$ cat src/rtl/store_buffer.sv
// Post-commit store buffer: holds executed stores in program order, lets the
// commit stage mark them committed, drains committed stores one at a time to
// the data-cache port, and flags loads that hit a pending store word.
module store_buffer #(
    parameter int DEPTH = 8
) (
    input  logic        clk,
    input  logic        resetn,
    input  logic        flush,
    input  logic        st_valid,
    output logic        st_ready,
    input  logic [31:0] st_addr,
    input  logic [3:0]  st_wstrb,
    input  logic [31:0] st_data,
    input  logic        commit_store1_valid,
    input  logic        commit_store2_valid,
    output logic        data_req,
    output logic        data_wr,
    output logic [1:0]  data_size,
    output logic [31:0] data_addr,
    output logic [31:0] data_wdata,
    output logic [3:0]  data_wstrb,
    input  logic        data_addr_ok,
    input  logic        data_data_ok,
    input  logic [31:0] ld_addr,
    output logic        ld_conflict,
    output logic        sb_empty
);

    localparam int IW = $clog2(DEPTH);
    localparam int PW = IW + 1;
    localparam logic [PW-1:0] DEPTH_P = PW'(DEPTH);
    localparam logic [PW-1:0] ONE_P   = {{(PW-1){1'b0}}, 1'b1};
    localparam logic [31:0]   WORD_MASK = 32'hFFFF_FFFC;

    typedef enum logic [1:0] {
        ST_IDLE = 2'd0,
        ST_REQ  = 2'd1,
        ST_WAIT = 2'd2
    } state_t;

    // Access size implied by a legal strobe pattern.
    function automatic logic [1:0] size_of(input logic [3:0] strb);
        logic [1:0] size;
        case (strb)
            4'b1111:          size = 2'd2;
            4'b0011, 4'b1100: size = 2'd1;
            default:          size = 2'd0;
        endcase
        return size;
    endfunction

    logic [31:0]   ent_addr_r [DEPTH];
    logic [31:0]   ent_data_r [DEPTH];
    logic [3:0]    ent_strb_r [DEPTH];

    logic [PW-1:0] head_r, cmt_r, tail_r;
    logic [PW-1:0] head_s, cmt_s, tail_s;
    logic [PW-1:0] count_s, avail_s, ncmt_s;
    logic          enq_s, pop_s;
    state_t        state_r, state_s;

    logic          req_s;
    logic [1:0]    size_s;
    logic [31:0]   addr_s, wdata_s;
    logic [3:0]    wstrb_s;

    logic [IW-1:0] off_s [DEPTH];
    logic [DEPTH-1:0] hit_s;

    // Pointer arithmetic: enqueue, saturating commit, flush rollback, pop.
    always_comb begin
        count_s  = tail_r - head_r;
        st_ready = (count_s < DEPTH_P);
        enq_s    = st_valid && st_ready && !flush;
        pop_s    = (state_r == ST_WAIT) && data_data_ok;
        avail_s  = tail_r - cmt_r;
        ncmt_s   = {{(PW-1){1'b0}}, commit_store1_valid}
                 + {{(PW-1){1'b0}}, commit_store2_valid};
        if (ncmt_s > avail_s) begin
            cmt_s = tail_r;
        end else begin
            cmt_s = cmt_r + ncmt_s;
        end
        if (flush) begin
            tail_s = cmt_s;
        end else if (enq_s) begin
            tail_s = tail_r + ONE_P;
        end else begin
            tail_s = tail_r;
        end
        if (pop_s) begin
            head_s = head_r + ONE_P;
        end else begin
            head_s = head_r;
        end
    end

    // Pointer and drain-state registers.
    always_ff @(posedge clk or negedge resetn) begin
        if (!resetn) begin
            head_r  <= {PW{1'b0}};
            cmt_r   <= {PW{1'b0}};
            tail_r  <= {PW{1'b0}};
            state_r <= ST_IDLE;
        end else begin
            head_r  <= head_s;
            cmt_r   <= cmt_s;
            tail_r  <= tail_s;
            state_r <= state_s;
        end
    end

    // Entry storage; only slots in [head, tail) are ever read as valid.
    always_ff @(posedge clk) begin
        if (enq_s) begin
            ent_addr_r[tail_r[IW-1:0]] <= st_addr;
            ent_data_r[tail_r[IW-1:0]] <= st_data;
            ent_strb_r[tail_r[IW-1:0]] <= st_wstrb;
        end
    end

    // Drain FSM next state; the post-pop check looks for more committed work.
    always_comb begin
        state_s = state_r;
        case (state_r)
            ST_IDLE: begin
                if (cmt_r != head_r) begin
                    state_s = ST_REQ;
                end else begin
                    state_s = ST_IDLE;
                end
            end
            ST_REQ: begin
                if (data_addr_ok) begin
                    state_s = ST_WAIT;
                end else begin
                    state_s = ST_REQ;
                end
            end
            ST_WAIT: begin
                if (data_data_ok) begin
                    if (cmt_r != head_s) begin
                        state_s = ST_REQ;
                    end else begin
                        state_s = ST_IDLE;
                    end
                end else begin
                    state_s = ST_WAIT;
                end
            end
            default: state_s = ST_IDLE;
        endcase
    end

    // Request fields for next cycle, taken from the entry that will be oldest.
    always_comb begin
        req_s = (state_s == ST_REQ);
        if (req_s) begin
            addr_s  = ent_addr_r[head_s[IW-1:0]];
            wdata_s = ent_data_r[head_s[IW-1:0]];
            wstrb_s = ent_strb_r[head_s[IW-1:0]];
            size_s  = size_of(ent_strb_r[head_s[IW-1:0]]);
        end else begin
            addr_s  = 32'h0000_0000;
            wdata_s = 32'h0000_0000;
            wstrb_s = 4'b0000;
            size_s  = 2'd0;
        end
    end

    // Memory request outputs, registered so they hold steady while in REQ.
    always_ff @(posedge clk or negedge resetn) begin
        if (!resetn) begin
            data_req   <= 1'b0;
            data_wr    <= 1'b0;
            data_size  <= 2'd0;
            data_addr  <= 32'h0000_0000;
            data_wdata <= 32'h0000_0000;
            data_wstrb <= 4'b0000;
        end else begin
            data_req   <= req_s;
            data_wr    <= req_s;
            data_size  <= size_s;
            data_addr  <= addr_s;
            data_wdata <= wdata_s;
            data_wstrb <= wstrb_s;
        end
    end

    // Load conflict over every resident entry, committed or in flight.
    always_comb begin
        for (int i = 0; i < DEPTH; i++) begin
            off_s[i] = IW'(i) - head_r[IW-1:0];
            hit_s[i] = ({1'b0, off_s[i]} < count_s)
                    && ((ent_addr_r[i] & WORD_MASK) == (ld_addr & WORD_MASK));
        end
        ld_conflict = |hit_s;
        sb_empty    = (count_s == {PW{1'b0}}) && (state_r == ST_IDLE);
    end

endmodule

$ cat config.mk
export PLATFORM = sky130hd
export DESIGN_NAME = store_buffer
export DESIGN_NICKNAME = d
export VERILOG_FILES = /design/src/rtl/store_buffer.sv
export SDC_FILE = /design/constraint.sdc
export NUM_CORES = 1
export LEC_CHECK = 0
export CAP_MARGIN = 40
export CORE_UTILIZATION = 35
export CTS_CLUSTER_SIZE = 28
export DETAILED_ROUTE_END_ITERATION = 16
export PLACE_DENSITY = 0.54
export SLEW_MARGIN = 0
export SYNTH_ARGS = -nofsm -noshare
export SYNTH_HDL_FRONTEND = slang
export SYNTH_SLANG_ARGS = --single-unit
export TNS_END_PERCENT = 100
$ cat constraint.sdc
create_clock -name clk -period 10.2 [get_ports clk]
set_input_delay 2.55 -clock clk [delete_from_list [all_inputs] [get_ports clk]]
set_output_delay 2.55 -clock clk [all_outputs]
set_load 0.02 [all_outputs]
==> flow_summary.ini, run 1 <==
[routing]
wl_per_cell_um = 26.1
viasPerCell = 5.12
ant_nets = 0
wl_um = 75200
dr.pass1.iters = 5
num_vias = 14700
initialDrtViolationCount = 1062
route.detailed.drc = 0

[setup_path]
cp.required_ps = 7650
rr_worst_depth = 11
start_kind = primary input
r2r-start = head_r[2]
path_class = in -> out
critical_path_arrival_ps = 5930
worstPathMaxFanout = 8
cp-end-kind = primary output
reg2reg_slack_ps = 5890
r2r_end = ent_addr_r[1][11]

[power_and_ir_drop]
seqPwrFrac_pct = 35.9
p_sw_mw = 3.15
leakage_nw = 11.1
max-vdd-ir-drop_v = 0.000214
switching_share_pct = 34.1
p_per_area_mw_per_mm2 = 284
pwr-share-comb_pct = 36.5
p_int_mw = 6.09
clock_power_share_pct = 27.6

[synthesis]
synthArstFlopShare_pct = 13.5
synth_compound_area_share_pct = 2.49
synth_top_family_by_area = multiplexers
synthAdderAreaFrac_pct = 1.50
yosysWarnings = 0
synth_fp_nets = 1733
ys_seq_area_share_pct = 68.3
syn_area_per_cell_um2 = 17.0
synth-xor-area-share_pct = 8.54
syn_area_mm2 = 0.0270
yosys-mux-area-fraction_pct = 12.4
synthCells = 1595
synth.ff_latch_count = 629
yosysUniqueCellTypes = 45
synth_edf_count = 544
yosys.area_share.simple_pct = 4.85
yosys_most_used_dff = edfxtp_1

[clocking]
clock_latency_ps = 610
cts_tree = done
root_buffer = clkbuf_16
clockBufferDepth = 3
postCtsSetupBuffers = 0
cts_buffers = 70
path_clk_slew_ps = 60
htreeDepth = 3
cts_sinks = 629
post_cts_resize_count = 0
cts_hold_buf = 0

[timing]
rsz0062_at_grt = false
relSlewSlack_pct = 34.0
setup_ws_ps = 1720
fmax_mhz = 118
worst_pin_slew_ps = 990
skew_ps = 29.0
finalSetupViolCount = 0
timing.final.crit_share_pct = 83.2
setup-tns-final_ps = 0
period_minus_slack_ps = 8480
hold_viol = 0
finalMaxSlewViolations = 0

[layout]
final_area_mm2 = 0.0325
area_growth_pct = 20.3
drive_gt1_share_pct = 15.8
finalNetCount = 1925

[place]
gp_congestion = 0.905
io_buffers = 180
dpl_cell_area_mm2 = 0.0302
hpwl_um = 48200
pre_cts_slack_ps = 1680

[global_routing]
grt_antenna_before_repair = 10
grt_pass1_wl_um = 109000
globalRouteOverflowTotal = 0
grt_usage_pct = 19.4
grt_max_degree = 130
grt_pass1_vias = 15500

[hold_path]
min_to = head_r[3]
hold_class = reg -> reg
hold_start = head_r[3]
hold_depth = 1

[floorplan]
ios = 183
die_area_mm2 = 0.0784
num_rows = 101
die_h_um = 280
coreArea_mm2 = 0.0762
initial_utilization_pct = 35.5
die_w_um = 280

[run_status]
status = finished, final reports clean

[run]
drv_cap = 0
==> flip-flops by register name, indices dropped and copies added (netlist names), 4 cells and up <==
| signal | cells |
|---|---|
| cmt_r | 4 |
| data_addr | 32 |
| data_wdata | 32 |
| data_wstrb | 4 |
| ent_addr_r | 256 |
| ent_data_r | 256 |
| ent_strb_r | 32 |
| head_r | 4 |
| tail_r | 4 |
==> power by group through the flow <==
stage | combinational, mW | clock (mW) | sequential, mW
after floorplan | 2.10 | 0 | 3.47
after global placement | 3.35 | 0 | 3.36
after detailed placement | 3.43 | 0 | 3.37
after CTS | 3.44 | 2.61 | 3.32
after global routing | 3.66 | 2.71 | 3.35
final | 3.37 | 2.55 | 3.32
==> worst max-delay path: stages <==
cell and delay, ps:
clkdlybuf4s50_1 780, xor2_1 180, nor4_1 570, nand4_1 330
a2111oi_0 490, a2111oi_0 130, nand4_1 240, clkdlybuf4s50_1 660
==> per-stage QoR <==
stage | cells | utilization, % | hold slack (ps) | total power [mW]
global placement | 2736 | 39.3 | 554 | 6.72
finish | 2877 | 42.7 | 579 | 9.24
floorplan | 1595 | - | 569 | 5.57
CTS | 2875 | 42.7 | 579 | 9.38
global route | 2876 | 42.7 | 604 | 9.72
detailed placement | 2745 | 39.6 | 567 | 6.80
==> final cells by class <==
type                    count  area (um2)
fillers                  6834       43700
inverters                  24        90.1
clock inverters            31         418
multi-input cells         848        8120
clock buffers              99        1920
repair buffers            214        2240
diodes                      2        5.00
flip-flops and latches    629       18500
well taps                1030        1290
==> cells by family (layout without fill, tap and decap cells) <==
logic type      Yosys count  count (layout)
xor+xnor                262             262
other cells               0               2
buf+inv                 118             368
fa+ha+maj                30              30
simple gates            269             269
compound gates          115             115
flops                   629             629
mux                     172             172
==> layout by cell type, fill, tap and decap left out, drive strengths merged, types with 3 or more instances in the layout <==
master,n
edfxtp,544
xor2,204
clkdlybuf4s50,179
nand2,144
mux4,128
clkbuf,99
dfrtp,85
a21oi,73
xnor2,57
nor4,54
buf,35
mux2i,29
inv,28
ha,26
nand4,20
clkinv,19
mux2,15
nor2b,14
nand3,11
a211oi,10
nor2,8
o21ai,7
o211ai,6
bufinv,6
a21o,5
a2111oi,5
nor3,5
fa,4
nor3b,3
==> worst max-delay path by stage <==
stage | startpoint | end | slack (ps) | cells after the start
detailed placement | ld_addr[30] | ld_conflict | 1680 | 8
finish | ld_addr[4] | ld_conflict | 1720 | 8
CTS | ld_addr[30] | ld_conflict | 1680 | 8
global placement | ld_addr[4] | ld_conflict | 1750 | 8
floorplan | flush | ent_addr_r[4][0] | 1460 | 3
global route | ld_addr[14] | ld_conflict | 1660 | 8
==> layer usage <==
layer | vias to the layer above | GRT usage [%] | routed length, um
li1 | 6480 | - | -
met1 | 7718 | 26.7 | 33000
met2 | 389 | 31.2 | 35700
met3 | 113 | 4.23 | 4730
met4 | 16 | 5.03 | 1610
met5 | - | 0 | 96
==> Yosys cell counts, types with 2 or more instances <==
cell,instances,area (um2)
a2111oi_0,5,43.8
a211o_1,2,17.5
a211oi_1,10,75.1
a21o_1,5,37.5
a21oi_1,73,365
a22o_1,2,17.5
buf_1,8,30.0
buf_2,21,105
buf_4,16,120
clkbuf_1,48,180
dfrtp_1,85,2130
edfxtp_1,544,16300
fa_1,4,80.1
ha_1,26,325
inv_1,23,86.3
mux2_2,15,169
mux2i_1,28,280
mux4_2,128,2880
nand2_1,144,541
nand2b_1,2,12.5
nand3_1,11,55.1
nand4_1,20,125
nor2_1,8,30.0
nor2b_1,14,87.6
nor3_1,5,25.0
nor3b_1,3,22.5
nor4_1,54,338
o211ai_1,6,45.0
o21a_1,2,15.0
o21ai_0,7,35.0
or3_1,2,12.5
or4_1,2,15.0
xnor2_1,57,499
xor2_1,204,1790
(Power assumes the default switching activity.)
==> run 2: changes to the inputs <==
--- a/config.mk
+++ b/config.mk
@@ -9,7 +9,7 @@
 export CORE_UTILIZATION = 35
 export CTS_CLUSTER_SIZE = 28
 export DETAILED_ROUTE_END_ITERATION = 16
-export PLACE_DENSITY = 0.54
+export PLACE_DENSITY = 0.56
 export SLEW_MARGIN = 0
 export SYNTH_ARGS = -nofsm -noshare
 export SYNTH_HDL_FRONTEND = slang
==> constraint.sdc (replaced) <==
create_clock -name clk -period 7.8 [get_ports clk]
set_input_delay 1.95 -clock clk [delete_from_list [all_inputs] [get_ports clk]]
set_output_delay 1.95 -clock clk [all_outputs]
set_load 0.02 [all_outputs]
==> run 2 against run 1 <==
Compared with the run above:
- first-iteration DRC count up 26%
- critical path depth stayed put
- worst setup slack got worse by 1100 ps
- combinational power grew 30%
- sequential share of layout area grew 0.21 points
- global-route usage decreased by 0.24 points
- critical path type unchanged
- largest cell class unchanged
- largest power group unchanged
- highest routed layer unchanged
==> flow_summary.ini, run 2 (synthesized netlist as in run 1, its figures left out) <==
[run_status]
status = finished, final reports clean

[power_and_ir_drop]
clock_power_share_pct = 27.7
p_per_area_mw_per_mm2 = 371
max-vdd-ir-drop_v = 0.000398
seqPwrFrac_pct = 36.0
switching_share_pct = 33.9
p_int_mw = 7.95
p_sw_mw = 4.08
leakage_nw = 11.1
pwr-share-comb_pct = 36.3

[timing]
finalSetupViolCount = 0
whs_ps = 594
fmax_mhz = 139
worst_pin_slew_ps = 995
hold_viol = 0
finalMaxSlewViolations = 0
period_minus_slack_ps = 7180
rsz0062_at_grt = false
skew_ps = 24.5
setup-tns-final_ps = 0
timing.final.crit_share_pct = 92.1
relSlewSlack_pct = 33.7

[layout]
area_growth_pct = 19.9
drive_gt1_share_pct = 16.2
finalNetCount = 1926
stdcell_count = 2875
final_common_cell = edfxtp_1
antenna_cells = 0
filler_cell_count = 6782
layout_common_cells = edfxtp_1 (544), xor2_1 (204), clkdlybuf4s50_1 (179)

[clocking]
cts_sinks = 629
post_cts_resize_count = 0
cts_buffers = 69
postCtsSetupBuffers = 0
clockBufferDepth = 3
cts_hold_buf = 0
root_buffer = clkbuf_16
clock_latency_ps = 610
htreeDepth = 3
cts_tree = done
path_clk_slew_ps = 60

[setup_path]
cp.required_ps = 5850
start_kind = primary input
worstPathMaxFanout = 8
path_class = in -> out
cp-end-kind = primary output
r2r_end = ent_addr_r[5][5]
critical_path_arrival_ps = 5230
reg2reg_slack_ps = 3370
max_stage_delay_ps = 730
cp_cell_sequence = clkdlybuf4s50_1 -> xor2_1 -> nor4_1 -> nand4_1 -> a2111oi_0 -> a2111oi_0 -> nand4_1 -> clkdlybuf4s50_1
r2r-start = head_r[2]
cp_slowest_cell = clkdlybuf4s50_1
rr_worst_depth = 11

[global_routing]
grt_usage_pct = 19.2
grt_max_degree = 130
grt_antenna_before_repair = 7
globalRouteOverflowTotal = 0
grt_pass1_vias = 15400
grt_pass1_wl_um = 108000

[place]
hpwl_um = 47000
dp.cells = 2747
gp_congestion = 0.905
io_buffers = 180

[floorplan]
die_h_um = 280
num_rows = 101
initial_utilization_pct = 35.5
die_w_um = 280
coreArea_mm2 = 0.0762
die_area_mm2 = 0.0784
ios = 183

[routing]
ant_nets = 0
initialDrtViolationCount = 1335
wl_um = 74500
wl_per_cell_um = 25.9
dr.pass1.iters = 5
viasPerCell = 5.16
num_vias = 14800
route.detailed.drc = 0

[run]
drv_cap = 0

[hold_path]
hold_depth = 1
min_to = head_r[3]
hold_start = head_r[3]
hold_class = reg -> reg
-- run 2: changes by cell type in the layout (fill, tap and decap cells not counted), sizes merged, moves of 2 or more --
cell	delta
buf	+2
clkinv	-4
clkbuf	+3
diode	-2
-- run 2: power by group through the flow --
stage | clock network (mW) | registers, mW | logic, mW
5_1_grt | 3.52 | 4.38 | 4.73
3_3_place_gp | 0 | 4.40 | 4.37
3_5_place_dp | 0 | 4.41 | 4.43
4_1_cts | 3.40 | 4.34 | 4.45
2_1_floorplan | 0 | 4.53 | 2.75
6_report | 3.33 | 4.34 | 4.37
-- run 2: final cells by class --
type	count	area (um2)	share of cell area [%]
inverters	24	90.1	0.278
repair buffers	216	2110	6.52
clock buffers	102	2000	6.18
multi-input cells	848	8130	25.1
clock inverters	26	328	1.01
well taps	1030	1290	3.98
flip-flops and latches	629	18500	56.9
-- run 2: worst max path at each step --
stage / start / to / slack [ps] / cells past startpoint
2_1_floorplan: flush / ent_addr_r[0][0] / 40 / 3
6_report: ld_addr[27] / ld_conflict / 620 / 8
5_1_grt: ld_addr[27] / ld_conflict / 460 / 8
3_3_place_gp: ld_addr[27] / ld_conflict / 690 / 8
4_1_cts: ld_addr[9] / ld_conflict / 670 / 8
3_5_place_dp: ld_addr[9] / ld_conflict / 690 / 8
-- run 2: critical path, delay by kind of cell --
kind                      cells  cell delay (ps)
and+or+nand+nor               3             1080
xor gates and xnor gates      1              240
buffers and inverters         2             1380
AOI/OAI and AO/OA             2              560
-- run 2: metal layers --
layer | up-vias | share of wire (%) | routed length, um | GRT usage [%]
li1 | 6488 | - | - | -
met4 | 14 | 1.9 | 1410 | 4.48
met3 | 107 | 6.1 | 4540 | 3.75
met2 | 456 | 48 | 35800 | 30.8
met5 | - | 0.12 | 91 | 0
met1 | 7778 | 44 | 32700 | 26.9
-- run 2: stage by stage --
| stage | total power, mW | utilization, % | setup WS, ps | instance area (um2) |
|---|---|---|---|---|
| floorplan | 7.28 | - | 43.5 | 27100 |
| detailed placement | 8.84 | 39.5 | 690 | 30100 |
| global route | 12.6 | 42.5 | 464 | 32400 |
| global placement | 8.76 | 39.4 | 688 | 30000 |
| CTS | 12.2 | 42.5 | 668 | 32400 |
| finish | 12.0 | 42.5 | 616 | 32400 |
==> run 3: changes to the inputs <==
--- a/config.mk
+++ b/config.mk
@@ -9,6 +9,7 @@
 export CORE_UTILIZATION = 35
 export CTS_CLUSTER_SIZE = 28
 export DETAILED_ROUTE_END_ITERATION = 16
+export GPL_TIMING_DRIVEN = 0
 export PLACE_DENSITY = 0.56
 export SLEW_MARGIN = 0
 export SYNTH_ARGS = -nofsm -noshare
==> run 3 against run 2 <==
Compared with the run above:
- clock power is essentially flat
- combinational power is 7.8% higher
- sequential power hardly changed
- worst hold slack better by 43 ps
- cell count rose by 3.4%
- sequential cell count unchanged
- worst setup slack worse by 33 ps
- power is 2.4% higher
- die area stayed put
==> flow_summary.ini, run 3 (synthesized netlist as in run 1, its figures left out) <==
[timing]
rsz0062_at_grt = false
skew_ps = 35.8
finalMaxSlewViolations = 0
finalSetupViolCount = 0
setup_ws_ps = 583
worst_pin_slew_ps = 923
setup-tns-final_ps = 0
relSlewSlack_pct = 38.4
whs_ps = 637
hold_viol = 0
period_minus_slack_ps = 7220
timing.final.crit_share_pct = 92.5
fmax_mhz = 139

[setup_path]
max_stage_delay_ps = 800
critical_path_arrival_ps = 5270
r2r-start = head_r[2]
cp.required_ps = 5850
cp-end-kind = primary output
r2r_end = ent_data_r[0][27]
crit_buf_inv = 2
cp_top_family = simple AND/OR/NAND/NOR gates
cp-startpoint = ld_addr[31]
start_kind = primary input
cp_num_cells = 8
rr_worst_depth = 13
cp_cell_sequence = clkbuf_1 -> xor2_1 -> nor4_1 -> nand4_1 -> nor4_1 -> a21oi_1 -> nand4_1 -> clkdlybuf4s50_1
cp-endpoint = ld_conflict
worstPathMaxFanout = 8
cp_slowest_cell = nor4_1
reg2reg_slack_ps = 3750
path_class = in -> out

[routing]
initialDrtViolationCount = 1606
wl_um = 79900
num_vias = 15400
viasPerCell = 5.19
ant_nets = 0
dr.pass1.iters = 5
wl_per_cell_um = 26.9
route.detailed.drc = 0

[power_and_ir_drop]
max-vdd-ir-drop_v = 0.000168
p_per_area_mw_per_mm2 = 373
leakage_nw = 11.4

[place]
dpl_cell_area_mm2 = 0.0307
pre_cts_slack_ps = 640
gp_congestion = 0.933
hpwl_um = 58600
io_buffers = 149

[layout]
seqCellArea_mm2 = 0.0185
multi_input_area_mm2 = 0.00810
layout_common_cells = edfxtp_1 (544), xor2_1 (204), clkdlybuf4s50_1 (148)
finalNetCount = 2020
final_area_mm2 = 0.0330
drive_gt1_share_pct = 18.5
utilization_pct = 43.4
area_growth_pct = 22.2
final_common_cell = edfxtp_1
filler_cell_count = 6661

[floorplan]
initial_utilization_pct = 35.5
coreArea_mm2 = 0.0762
ios = 183
num_rows = 101
die_w_um = 280
die_h_um = 280
die_area_mm2 = 0.0784

[clocking]
root_buffer = clkbuf_16
post_cts_resize_count = 0
cts_buffers = 70
clock_latency_ps = 620
cts_hold_buf = 0
clockBufferDepth = 3
htreeDepth = 3
postCtsSetupBuffers = 0
cts_tree = done
path_clk_slew_ps = 60
cts_sinks = 629

[global_routing]
grt_pass1_vias = 16100
grt_max_degree = 51
grt_antenna_before_repair = 12
globalRouteOverflowTotal = 0
grt_pass1_wl_um = 115000
grt_usage_pct = 20.6

[run_status]
status = finished, final reports clean

[hold_path]
hold_class = reg -> reg

[run]
drv_cap = 0
## run 3: routing by layer
metal | track usage, % | part of all wire (%) | vias up
met5 | 0 | 0.16 | -
met4 | 5.80 | 2.2 | 18
met3 | 4.36 | 6.8 | 106
met2 | 33.5 | 48 | 486
met1 | 27.9 | 42 | 8143
li1 | - | - | 6676
## run 3: worst reg2reg max path: stages, from the launching register on
cell,delay (ps)
dfrtp_1,360
buf_2,230
inv_1,110
ha_1,350
nor2b_1,150
a221oi_1,300
xnor2_1,180
nand2_1,150
or3_1,470
nor3_2,580
buf_6,250
buf_4,220
buf_6,180
buf_4,210
## run 3: report_power, final
group | internal, mW | leakage, nW | total [mW] | switching, mW
clock network | 1.91 | 1.12 | 3.30 | 1.39
logic | 1.98 | 4.33 | 4.71 | 2.73
registers | 4.11 | 5.98 | 4.32 | 0.209
## run 3: area by class of cell
cell class                 count  area share, %
sequential                   629           55.9
multi-input combinational    848           24.5
inverter                      24          0.273
clock inverter                33           1.19
buffer                        94           1.35
tap                         1030           3.90
timing repair buffer         215           7.08
antenna                        3         0.0227
clock buffer                  97           5.76
## run 3: worst min-delay path by stage
stage	start	endpoint	slack, ps	cells after the start
after floorplan	state_r[1]	state_r[1]	570	1
after global placement	state_r[1]	state_r[1]	600	1
after detailed placement	state_r[1]	state_r[1]	610	1
after CTS	state_r[1]	state_r[1]	620	1
after global routing	state_r[1]	state_r[1]	660	1
final	state_r[1]	state_r[1]	640	1
## run 3: metrics by stage
stage,instances,power (mW)
finish,2973,12.3
CTS,2970,12.5
floorplan,1595,7.28
detailed placement,2840,9.15
global route,2972,12.9
global placement,2774,9.03
